**src/rtl/wb_tlc_pkg.sv**
```systemverilog
// Shared definitions for the two-master Wishbone arbiter: state encoding, CTI codes,
// default bus widths and the watchdog counter width helper.
package wb_tlc_pkg;

    localparam int unsigned WB_AW   = 32;
    localparam int unsigned WB_DW   = 16;
    localparam int unsigned WB_CTIW = 3;

    typedef enum logic [1:0] {
        ARB_IDLE = 2'd0,
        ARB_GNT0 = 2'd1,
        ARB_GNT1 = 2'd2
    } arb_state_e;

    localparam logic [WB_CTIW-1:0] CTI_CLASSIC = 3'b000;
    localparam logic [WB_CTIW-1:0] CTI_INCR    = 3'b010;
    localparam logic [WB_CTIW-1:0] CTI_EOB     = 3'b111;

    // Watchdog counter width: wide enough for the limit, clamped to 8..16 bits.
    function automatic int unsigned wdog_width(input int unsigned limit);
        int unsigned w;
        w = $clog2(limit + 1);
        if (w < 8)  w = 8;
        if (w > 16) w = 16;
        return w;
    endfunction

endpackage

```
**src/rtl/wb_tlc_arb_if.sv**
```systemverilog
// One Wishbone link (request + response) with master/slave views.
interface wb_tlc_arb_if #(
    parameter int unsigned AW = wb_tlc_pkg::WB_AW,
    parameter int unsigned DW = wb_tlc_pkg::WB_DW
) ();
    logic [AW-1:0]   adr;
    logic [DW-1:0]   dat_w;
    logic [DW-1:0]   dat_r;
    logic [2:0]      cti;
    logic [DW/8-1:0] sel;
    logic            we;
    logic            stb;
    logic            cyc;
    logic            lock;
    logic            ack;
    logic            err;

    modport master (
        output adr, dat_w, cti, sel, we, stb, cyc, lock,
        input  dat_r, ack, err
    );

    modport slave (
        input  adr, dat_w, cti, sel, we, stb, cyc, lock,
        output dat_r, ack, err
    );
endinterface

```
**src/rtl/wb_tlc_arb_wdog.sv**
```systemverilog
// Stalled-strobe watchdog: counts cycles with strobe high and no ack, and flags the
// cycle on which the stall reaches TIMEOUT_CYC.
module wb_tlc_arb_wdog
    import wb_tlc_pkg::*;
#(
    parameter int unsigned TIMEOUT_CYC = 255
) (
    input  logic wb_clk,
    input  logic rstn,
    input  logic i_stall,
    input  logic i_clr,
    output logic o_timeout_c
);
    localparam int unsigned CW = wdog_width(TIMEOUT_CYC);

    logic [CW-1:0] r_cnt;

    always_ff @(posedge wb_clk or negedge rstn) begin
        if (!rstn)        r_cnt <= '0;
        else if (i_clr)   r_cnt <= '0;
        else if (i_stall) r_cnt <= r_cnt + CW'(1);
    end

    // The current stalled cycle is the TIMEOUT_CYC-th one.
    assign o_timeout_c = i_stall & (r_cnt == CW'(TIMEOUT_CYC - 1));
endmodule

```
**src/rtl/wb_tlc_arb.sv**
```systemverilog
// Two-master round-robin Wishbone arbiter (PCIe TLC master 0, local/DMA master 1).
// Optional stalled-strobe timeout is built when WB_ARB_TIMEOUT_EN is defined.
module wb_tlc_arb
    import wb_tlc_pkg::*;
#(
    parameter int unsigned AW          = WB_AW,
    parameter int unsigned DW          = WB_DW,
    parameter int unsigned TIMEOUT_CYC = 255
) (
    input  logic                wb_clk,
    input  logic                rstn,
    wb_tlc_arb_if.slave         m0,
    wb_tlc_arb_if.slave         m1,
    wb_tlc_arb_if.master        s,
    output logic [1:0]          arb_state
);
    if (TIMEOUT_CYC < 2 || TIMEOUT_CYC > 65535) begin : g_bad_timeout
        $error("wb_tlc_arb: TIMEOUT_CYC out of range");
    end

    arb_state_e r_state;
    arb_state_e w_state_nxt;
    logic       r_last_gnt;
    logic       w_gnt0;
    logic       w_gnt1;
    logic       w_timeout;

    logic [AW-1:0]   w_adr;
    logic [DW-1:0]   w_dat;
    logic [2:0]      w_cti;
    logic [DW/8-1:0] w_sel;
    logic            w_we;
    logic            w_stb;
    logic            w_cyc;
    logic            w_lock;

    assign w_gnt0 = (r_state == ARB_GNT0);
    assign w_gnt1 = (r_state == ARB_GNT1);

    // State register; last_gnt records whoever was most recently granted.
    always_ff @(posedge wb_clk or negedge rstn) begin
        if (!rstn) begin
            r_state    <= ARB_IDLE;
            r_last_gnt <= 1'b1;
        end else begin
            r_state <= w_state_nxt;
            if (w_state_nxt == ARB_GNT0)      r_last_gnt <= 1'b0;
            else if (w_state_nxt == ARB_GNT1) r_last_gnt <= 1'b1;
        end
    end

    always_comb begin
        w_state_nxt = r_state;
        unique case (r_state)
            ARB_IDLE: begin
                if (m0.cyc && m1.cyc) w_state_nxt = r_last_gnt ? ARB_GNT0 : ARB_GNT1;
                else if (m0.cyc)      w_state_nxt = ARB_GNT0;
                else if (m1.cyc)      w_state_nxt = ARB_GNT1;
            end
            ARB_GNT0: begin
                if (!(m0.cyc || m0.lock)) w_state_nxt = m1.cyc ? ARB_GNT1 : ARB_IDLE;
            end
            ARB_GNT1: begin
                if (!(m1.cyc || m1.lock)) w_state_nxt = m0.cyc ? ARB_GNT0 : ARB_IDLE;
            end
            default: w_state_nxt = ARB_IDLE;
        endcase
        if (w_timeout) w_state_nxt = ARB_IDLE;
    end

    // Slave request mux: all zero while idle.
    always_comb begin
        w_adr  = '0;
        w_dat  = '0;
        w_cti  = '0;
        w_sel  = '0;
        w_we   = 1'b0;
        w_stb  = 1'b0;
        w_cyc  = 1'b0;
        w_lock = 1'b0;
        if (w_gnt0) begin
            w_adr  = m0.adr;
            w_dat  = m0.dat_w;
            w_cti  = m0.cti;
            w_sel  = m0.sel;
            w_we   = m0.we;
            w_stb  = m0.stb;
            w_cyc  = m0.cyc;
            w_lock = m0.lock;
        end else if (w_gnt1) begin
            w_adr  = m1.adr;
            w_dat  = m1.dat_w;
            w_cti  = m1.cti;
            w_sel  = m1.sel;
            w_we   = m1.we;
            w_stb  = m1.stb;
            w_cyc  = m1.cyc;
            w_lock = m1.lock;
        end
    end

    assign s.adr   = w_adr;
    assign s.dat_w = w_dat;
    assign s.cti   = w_cti;
    assign s.sel   = w_sel;
    assign s.we    = w_we;
    assign s.stb   = w_stb;
    assign s.cyc   = w_cyc;
    assign s.lock  = w_lock;

    assign m0.ack   = s.ack & w_gnt0 & m0.stb;
    assign m1.ack   = s.ack & w_gnt1 & m1.stb;
    assign m0.dat_r = s.dat_r;
    assign m1.dat_r = s.dat_r;
    assign arb_state = r_state;

`ifdef WB_ARB_TIMEOUT_EN
    logic r_err0;
    logic r_err1;

    wb_tlc_arb_wdog #(
        .TIMEOUT_CYC (TIMEOUT_CYC)
    ) u_wdog (
        .wb_clk      (wb_clk),
        .rstn        (rstn),
        .i_stall     (w_stb & ~s.ack),
        .i_clr       (s.ack | (w_state_nxt != r_state)),
        .o_timeout_c (w_timeout)
    );

    // Error pulse lands on the same edge that forces the FSM back to idle.
    always_ff @(posedge wb_clk or negedge rstn) begin
        if (!rstn) begin
            r_err0 <= 1'b0;
            r_err1 <= 1'b0;
        end else begin
            r_err0 <= w_timeout & w_gnt0;
            r_err1 <= w_timeout & w_gnt1;
        end
    end

    assign m0.err = r_err0;
    assign m1.err = r_err1;
`else
    assign w_timeout = 1'b0;
    assign m0.err    = 1'b0;
    assign m1.err    = 1'b0;
`endif
endmodule
```
**src/flat_wrapper.sv**
```systemverilog
// flat-port wrapper written by rule: the top's interface ports become plain ports
module wb_tlc_arb_flat import wb_tlc_pkg::*;
#(
    parameter int unsigned AW          = WB_AW,
    parameter int unsigned DW          = WB_DW,
    parameter int unsigned TIMEOUT_CYC = 255
)
  (wb_clk, rstn, arb_state, m0_adr, m0_dat_w, m0_cti, m0_sel, m0_we, m0_stb, m0_cyc, m0_lock, m0_dat_r, m0_ack, m0_err, m1_adr, m1_dat_w, m1_cti, m1_sel, m1_we, m1_stb, m1_cyc, m1_lock, m1_dat_r, m1_ack, m1_err, s_adr, s_dat_w, s_cti, s_sel, s_we, s_stb, s_cyc, s_lock, s_dat_r, s_ack, s_err);
  wb_tlc_arb_if #(.AW(AW), .DW(DW)) m0_i ();
  wb_tlc_arb_if #(.AW(AW), .DW(DW)) m1_i ();
  wb_tlc_arb_if #(.AW(AW), .DW(DW)) s_i ();
  input  logic wb_clk;
  input  logic rstn;
  output logic [1:0] arb_state;
  input wire logic [$bits(m0_i.adr)-1:0] m0_adr;
  input wire logic [$bits(m0_i.dat_w)-1:0] m0_dat_w;
  input wire logic [$bits(m0_i.cti)-1:0] m0_cti;
  input wire logic [$bits(m0_i.sel)-1:0] m0_sel;
  input wire logic [$bits(m0_i.we)-1:0] m0_we;
  input wire logic [$bits(m0_i.stb)-1:0] m0_stb;
  input wire logic [$bits(m0_i.cyc)-1:0] m0_cyc;
  input wire logic [$bits(m0_i.lock)-1:0] m0_lock;
  output wire logic [$bits(m0_i.dat_r)-1:0] m0_dat_r;
  output wire logic [$bits(m0_i.ack)-1:0] m0_ack;
  output wire logic [$bits(m0_i.err)-1:0] m0_err;
  input wire logic [$bits(m1_i.adr)-1:0] m1_adr;
  input wire logic [$bits(m1_i.dat_w)-1:0] m1_dat_w;
  input wire logic [$bits(m1_i.cti)-1:0] m1_cti;
  input wire logic [$bits(m1_i.sel)-1:0] m1_sel;
  input wire logic [$bits(m1_i.we)-1:0] m1_we;
  input wire logic [$bits(m1_i.stb)-1:0] m1_stb;
  input wire logic [$bits(m1_i.cyc)-1:0] m1_cyc;
  input wire logic [$bits(m1_i.lock)-1:0] m1_lock;
  output wire logic [$bits(m1_i.dat_r)-1:0] m1_dat_r;
  output wire logic [$bits(m1_i.ack)-1:0] m1_ack;
  output wire logic [$bits(m1_i.err)-1:0] m1_err;
  output wire logic [$bits(s_i.adr)-1:0] s_adr;
  output wire logic [$bits(s_i.dat_w)-1:0] s_dat_w;
  output wire logic [$bits(s_i.cti)-1:0] s_cti;
  output wire logic [$bits(s_i.sel)-1:0] s_sel;
  output wire logic [$bits(s_i.we)-1:0] s_we;
  output wire logic [$bits(s_i.stb)-1:0] s_stb;
  output wire logic [$bits(s_i.cyc)-1:0] s_cyc;
  output wire logic [$bits(s_i.lock)-1:0] s_lock;
  input wire logic [$bits(s_i.dat_r)-1:0] s_dat_r;
  input wire logic [$bits(s_i.ack)-1:0] s_ack;
  input wire logic [$bits(s_i.err)-1:0] s_err;
  assign m0_i.adr = m0_adr;
  assign m0_i.dat_w = m0_dat_w;
  assign m0_i.cti = m0_cti;
  assign m0_i.sel = m0_sel;
  assign m0_i.we = m0_we;
  assign m0_i.stb = m0_stb;
  assign m0_i.cyc = m0_cyc;
  assign m0_i.lock = m0_lock;
  assign m0_dat_r = m0_i.dat_r;
  assign m0_ack = m0_i.ack;
  assign m0_err = m0_i.err;
  assign m1_i.adr = m1_adr;
  assign m1_i.dat_w = m1_dat_w;
  assign m1_i.cti = m1_cti;
  assign m1_i.sel = m1_sel;
  assign m1_i.we = m1_we;
  assign m1_i.stb = m1_stb;
  assign m1_i.cyc = m1_cyc;
  assign m1_i.lock = m1_lock;
  assign m1_dat_r = m1_i.dat_r;
  assign m1_ack = m1_i.ack;
  assign m1_err = m1_i.err;
  assign s_adr = s_i.adr;
  assign s_dat_w = s_i.dat_w;
  assign s_cti = s_i.cti;
  assign s_sel = s_i.sel;
  assign s_we = s_i.we;
  assign s_stb = s_i.stb;
  assign s_cyc = s_i.cyc;
  assign s_lock = s_i.lock;
  assign s_i.dat_r = s_dat_r;
  assign s_i.ack = s_ack;
  assign s_i.err = s_err;
  wb_tlc_arb #(.AW(AW), .DW(DW), .TIMEOUT_CYC(TIMEOUT_CYC)) u_core (.wb_clk(wb_clk), .rstn(rstn), .m0(m0_i), .m1(m1_i), .s(s_i), .arb_state(arb_state));
endmodule
```
**config.mk**
```make
export PLATFORM = sky130hd
export DESIGN_NAME = wb_tlc_arb_flat
export DESIGN_NICKNAME = d
export VERILOG_FILES = /design/src/rtl/wb_tlc_pkg.sv /design/src/rtl/wb_tlc_arb_if.sv /design/src/rtl/wb_tlc_arb_wdog.sv /design/src/rtl/wb_tlc_arb.sv /design/src/flat_wrapper.sv
export SDC_FILE = /design/constraint.sdc
export NUM_CORES = 1
export LEC_CHECK = 0
export CORE_AREA = 2 2 89 91
export DETAILED_ROUTE_END_ITERATION = 8
export DIE_AREA = 0 0 91 93
export HOLD_SLACK_MARGIN = 0.1
export PLACE_DENSITY = 0.7
export SETUP_SLACK_MARGIN = 0.5
export SLEW_MARGIN = 20
export SYNTH_ARGS = -nofsm -noshare
export SYNTH_HDL_FRONTEND = slang
export SYNTH_HIERARCHICAL = 1
export SYNTH_SLANG_ARGS = --single-unit
```
**constraint.sdc**
```tcl
create_clock -name wb_clk -period 2.55 [get_ports wb_clk]
set_input_delay 0.3825 -clock wb_clk [delete_from_list [all_inputs] [get_ports wb_clk]]
set_output_delay 0.3825 -clock wb_clk [all_outputs]
set_load 0.01 [all_outputs]
```
After elaboration in Yosys (flattened, before gate mapping)

Index checks and enable logic that the tools add are counted.

Eq/ne operators: 4
Multiplexer cells: 27
Bitwise logic cells: 4
Reductions and logical operators: 5

Operators by type and width:

| operator             | count |
|---|---|
| $mux W32             | 2 |
| $mux W16             | 2 |
| $mux W2              | 9 |
| $mux W1              | 11 |
| $mux W3              | 2 |
| $pmux W2 S3          | 1 |
| $and A1 B1 Y1        | 4 |
| $eq A2 B1 Y1 const B | 2 |
| $eq A2 B2 Y1 const B | 2 |
| $logic_not A2 Y1     | 1 |
| $logic_or A1 B1 Y1   | 2 |
| $reduce_bool A2 Y1   | 1 |
| $logic_and A1 B1 Y1  | 1 |

Register bits after elaboration: 3
Input port bits: 134
Logic and storage cells: 42

Depth between registers and ports, before layout

Depth after elaboration: 7
Gate-level depth with buffers: 8

Worst setup path after synthesis

Ideal clock, no wire load.

Path type: reg2reg
Start point: reg u_core.r_state[1] (netlist: u_core/arb_state[1])
End point: reg u_core.r_last_gnt
Library setup time: 0.075 ns
Data arrival time: 1.537 ns
Data required time: 2.475 ns
Setup slack: 0.938 ns
Stages on the path, launching flop included: 9
Buffers on the path: 3
Path through: dfrtp_1 -> nor2b_1 -> buf_2 -> buf_6 -> buf_6 -> nand2_1 -> o31ai_1 -> ha_1 -> mux2i_1

Elaborated cells on any way between the ends: 13
Those cells by class: 4 x eq/ne; 7 x mux; 2 x reduce/logical

RTL lines:

| item                                          | line                               | source |
|---|---|---|
| start, declared                               | wb_tlc_arb.sv:21                   | `arb_state_e r_state;` |
| start signal, assigned                        | wb_tlc_arb.sv:46                   | `r_state <= w_state_nxt;` |
| $eq A2 B2 Y1 (tied with other cells)          | wb_tlc_arb.sv:54                   | `unique case (r_state)` |
| $pmux W2 S3 *                                 | wb_tlc_arb.sv:54                   |  |
| net u_core.w_state_nxt[0]                     | wb_tlc_arb.sv:22                   | `arb_state_e w_state_nxt;` |
| $eq A2 B1 Y1 or $eq A2 B2 Y1 (tied branches)  | wb_tlc_arb.sv:47, wb_tlc_arb.sv:48 |  |
| $mux W1 or $reduce_bool A2 Y1 (tied branches) | -                                  |  |
| end signal, assigned                          | wb_tlc_arb.sv:44                   | `r_last_gnt <= 1'b1;` |
| end signal, assigned                          | wb_tlc_arb.sv:47                   | `if (w_state_nxt == ARB_GNT0) r_last_gnt <= 1'b0;` |
| end signal, assigned                          | wb_tlc_arb.sv:48                   | `else if (w_state_nxt == ARB_GNT1) r_last_gnt <= 1'b1;` |
| end, declared                                 | wb_tlc_arb.sv:23                   | `logic r_last_gnt;` |

The timed path passes the listed nets; every way through them passes the cells marked *.
A chain may end at the register's enable or synchronous reset.

Final worst setup path

Start point: reg u_core.r_state[0] (netlist: u_core/arb_state[0])
End point: out s_adr[21]

Longest elaborated chain between the ends: 3
Elaborated cells on any way between the ends: 4
Those cells by class: 2 x eq/ne; 2 x mux

RTL lines:

| item          | line               | source |
|---|---|---|
| $eq A2 B2 Y1  | wb_tlc_arb.sv:38   | `assign w_gnt1 = (r_state == ARB_GNT1);` |
| $mux W32      | wb_tlc_arb.sv:90   | `end else if (w_gnt1) begin` |
| $mux W32 *    | wb_tlc_arb.sv:81   | `if (w_gnt0) begin` |
| end, declared | flat_wrapper.sv:37 | `output wire logic [$bits(s_i.adr)-1:0] s_adr;` |

Mark *: on every way between the ends. The rest lies on a longest branch, timed or not.

==> results.env <==
DRT_ITER0_MARKERS=52
TIMING.CRITICAL_PATH.CELLS='nor2b_4, buf_4, buf_8, a22o_1, clkdlybuf4s50_1'
CTS-ROOT-TO-SINK-BUFFERS=2
SYNTH-EDFF-COUNT=0
FINALWORSTPATHREQUIREDPERIOD_NS=2.20
CRITPATHARRIVALTIME_NS=1.81
NUMCTSBUFFERS=3
CLKTRANSATPATHREGS_NS=0.03
CRITICAL_PATH.ENDPOINT_TYPE='primary output'
DIE-WIDTH_UM=91
CELLPOWERDENSITY_nW_PER_UM2=762
MAX_FREQ_MHz=455
MAXIMUM_NUMBER_OF_PINS_ON_ONE_NET_BEFORE_GLOBAL_ROUTE_REPAIR=41
COMBINATIONALPOWERSHARE=0.889
TRITONCTS='built'
SWITCHING_POWER_mW=0.806
SETUP_VIOL=0
BUFFER_PORTS.INSERTED=177
DETAILEDPLACEMENTHPWL_UM=4230
ROUTE.FINAL.WIRE_LENGTH_UM=5660
SYNTH.CELL_AREA_UM2=1030
CRITICAL_PATH_PEAK_FANOUT=19
SYNTH.TOP_CELLS.BY_AREA='a22o_1 (48%), buf_4 (25%), buf_2 (5.8%)'
POWER_FRAC_SEQ=0.046
CRITPATHMAXSTAGEDELAY_NS=0.54
DESIGN.DIE.AREA_UM2=8460
FINISH.NET_COUNT=407
FIN_CRIT_SH=0.861
GP_ROUTABILITY_CONGESTION=0.787
FINCLKSKEW_NS=0.0000420
ANTENNA_VIOLATIONS_BEFORE_REPAIR=0
DETAILED_PLACE.AREA_UM2=2670
NETLIST.TOP_CELL.BY_AREA='a22o_1'
YOSYS_MOST_USED_DFF='dfrtp_1'
ROUTED-VIA-COUNT=1588
DRIVE_GT1_FRAC=0.0701
SYN_AVG_CELL_AREA_UM2=8.15
GROUTE.USAGE.OVERALL=0.111
FLOORPLAN.IO_PINS=229
CLOCK_INSERTION_DELAY_WORST_SKEW_NS=0.22
CP-START-KIND='register'
NUMCLOCKSINKS=3
WIRE_PER_INST_UM=15.2
FINAL_MAX_SLEW_VIOL_COUNT=0
ANT_NETS=0
WIRE_LENGTH_OF_THE_FIRST_GLOBAL_ROUTING_PASS_UM=7890
SYNTH_TOP_AREA_SHARE=0.482
SHARE_OF_TOTAL_POWER_CONSUMED_BY_NET_SWITCHING=0.374
SLOWEST_STAGE='clkdlybuf4s50_1'
YOSYS-TOP-CELLS-COUNT='a22o_1 (57), buf_4 (34), buf_2 (12)'
FIN_HOLD_VIOLS=0
CTS.HTREE.LEVELS=1
CLK_ROOT_BUFFER_CELL='clkbuf_8'
LEAKAGEPOWER_nW=1.13
TNS_NS=0
GLOBAL_ROUTE.OVERFLOW_TOTAL=0
DR.PASS1.ITERS=6
POSTSYNTHREGISTERBITS=3
GRT_SETUP_UNREPAIRED='true'
SYN-INSTANCE-COUNT=127
AREAGROWTHSYNTHTOFINISH_PCT=173
WHS_NS=0.355
MAX-VDD-IR-DROP_V=0.000386
FLOORPLAN.ROWS=32
SYNTH.MOST_COMMON_CELL='a22o_1'
ANTENNADIODECOUNT=0
INITIAL_CORE_UTIL=0.137
VIASPERCELL=4.26
YOSYSUNIQUECELLTYPES=21
MIN_PATH_TYPE='input pin to asynchronous set/reset pin'
SYNTH-ASYNC-RESET-RATIO=1.00
P_INT_mW=1.35
CRITPATHKIND='register to primary output'
FLOORPLAN.CORE_AREA_UM2=7530
DRV.MAX_CAP_VIOLATION_COUNT=0
REQUIRED_NS=2.17
STATUS='complete, no violations'
FILLERINSTANCES=759
POST-ROUTE-CELL-AREA_UM2=2830
FLOORPLAN.DIE.HEIGHT_UM=93
SYNTH-WARNING-COUNT=6
DRCVIOLATIONCOUNT=0
SEQUENTIAL_CELL_AREA_FRACTION_IN_THE_YOSYS_REPORT=0.0738
FIRST_GLOBAL_VIAS=1651
POWER_FRAC_CLOCK=0.065
-- area by class of cell --
class	instances	area [µm²]	area share
repair buffers	187	1940	0.685
inverters	2	7.51	0.00265
multi-input cells	75	632	0.223
clock buffers	4	45.0	0.0159
flip-flops and latches	3	78.8	0.0279
well taps	102	128	0.0451
-- worst paths after layout --
path,slack (ns),cells after the start,startpoint,to
worst max-delay path,0.35,5,u_core/arb_state[0],s_adr[21]
worst min register to register,0.49,2,u_core/r_last_gnt,u_core/r_last_gnt
min in group wb_clk,0.49,2,u_core/r_last_gnt,u_core/r_last_gnt
max in group asynchronous,1.97,1,rstn,u_core/r_last_gnt
worst min-delay path,0.35,1,rstn,u_core/arb_state[1]
worst max register to register,0.97,7,u_core/arb_state[1],u_core/r_last_gnt
-- logic make-up after synthesis --
kind of cell,after synthesis,share of synthesized area
flip-flops,3,0.0738
AND/OR/NAND/NOR,8,0.0447
other,1,0.00362
AO/OA/AOI/OAI,63,0.522
multiplexers,1,0.00967
buffers and inverters,50,0.334
adder cells (fa/ha/maj),1,0.0121
-- cells in the final DEF (no fill, tap or decap) --
cell type / netlist / layout
clkdlybuf4s50_1: 0 / 174
nand2b_1: 1 / 1
nand2_1: 1 / 1
buf_12: 0 / 2
and3_1: 2 / 2
buf_8: 0 / 3
inv_1: 2 / 2
conb_1: 1 / 2
a311oi_1: 1 / 1
dlymetal6s2s_1: 0 / 3
nor3b_1: 1 / 1
a21oi_1: 2 / 2
o31ai_1: 1 / 1
nor2b_4: 0 / 2
clkbuf_1: 0 / 1
a31o_2: 1 / 1
clkbuf_16: 0 / 2
clkbuf_8: 0 / 3
mux2i_1: 1 / 1
dfrtp_2: 0 / 2
dfstp_2: 1 / 1
a31oi_1: 1 / 1
ha_1: 1 / 1
a22o_1: 57 / 57
nor2_1: 1 / 1
buf_4: 34 / 3
-- registers in the layout, summed over array words and instances (netlist names) --
name	cells
u_core/arb_state	2
u_core/r_last_gnt	1
-- what timing repair did --
| action | 4_1_cts | 5_1_grt |
|---|---|---|
| hold buffers | 0 | 0 |
| setup endpoints to repair | 59 | 59 |
| gates resized for setup | 5 | 5 |
| gates cloned | 0 | 3 |
| setup buffers | 0 | 3 |
| hold endpoints to repair | 0 | 0 |
-- per-layer routing --
layer	global-route usage	vias up	part of all wire
li1	-	747	-
met1	0.126	730	0.38
met2	0.195	95	0.51
met3	0.0306	16	0.086
met4	0.0455	0	0.018
met5	0	-	0
-- worst max-delay path, delay by kind of cell, from the launching register on --
kind	cells	cell delay, ns
flops	1	0.44
buf+inv	3	0.84
compound gates	1	0.18
simple gates	1	0.13
-- power groups by stage --
stage | logic (mW) | clock network, mW | registers, mW
2_1_floorplan | 0.848 | 0 | 0.0934
3_3_place_gp | 1.76 | 0 | 0.101
3_5_place_dp | 1.77 | 0 | 0.101
4_1_cts | 1.80 | 0.144 | 0.104
5_1_grt | 2.03 | 0.148 | 0.103
6_report | 1.91 | 0.140 | 0.100
-- metrics by stage --
| stage | std cells | util | worst slack, ns | total power [mW] |
|---|---|---|---|---|
| 2_1_floorplan | 128 | - | 0.938 | 0.941 |
| 3_3_place_gp | 363 | 0.355 | 0.473 | 1.86 |
| 3_5_place_dp | 363 | 0.355 | 0.449 | 1.87 |
| 4_1_cts | 367 | 0.363 | 0.350 | 2.05 |
| 5_1_grt | 373 | 0.376 | 0.300 | 2.28 |
| 6_report | 373 | 0.376 | 0.354 | 2.15 |
Power figures use the tool's default switching activity.
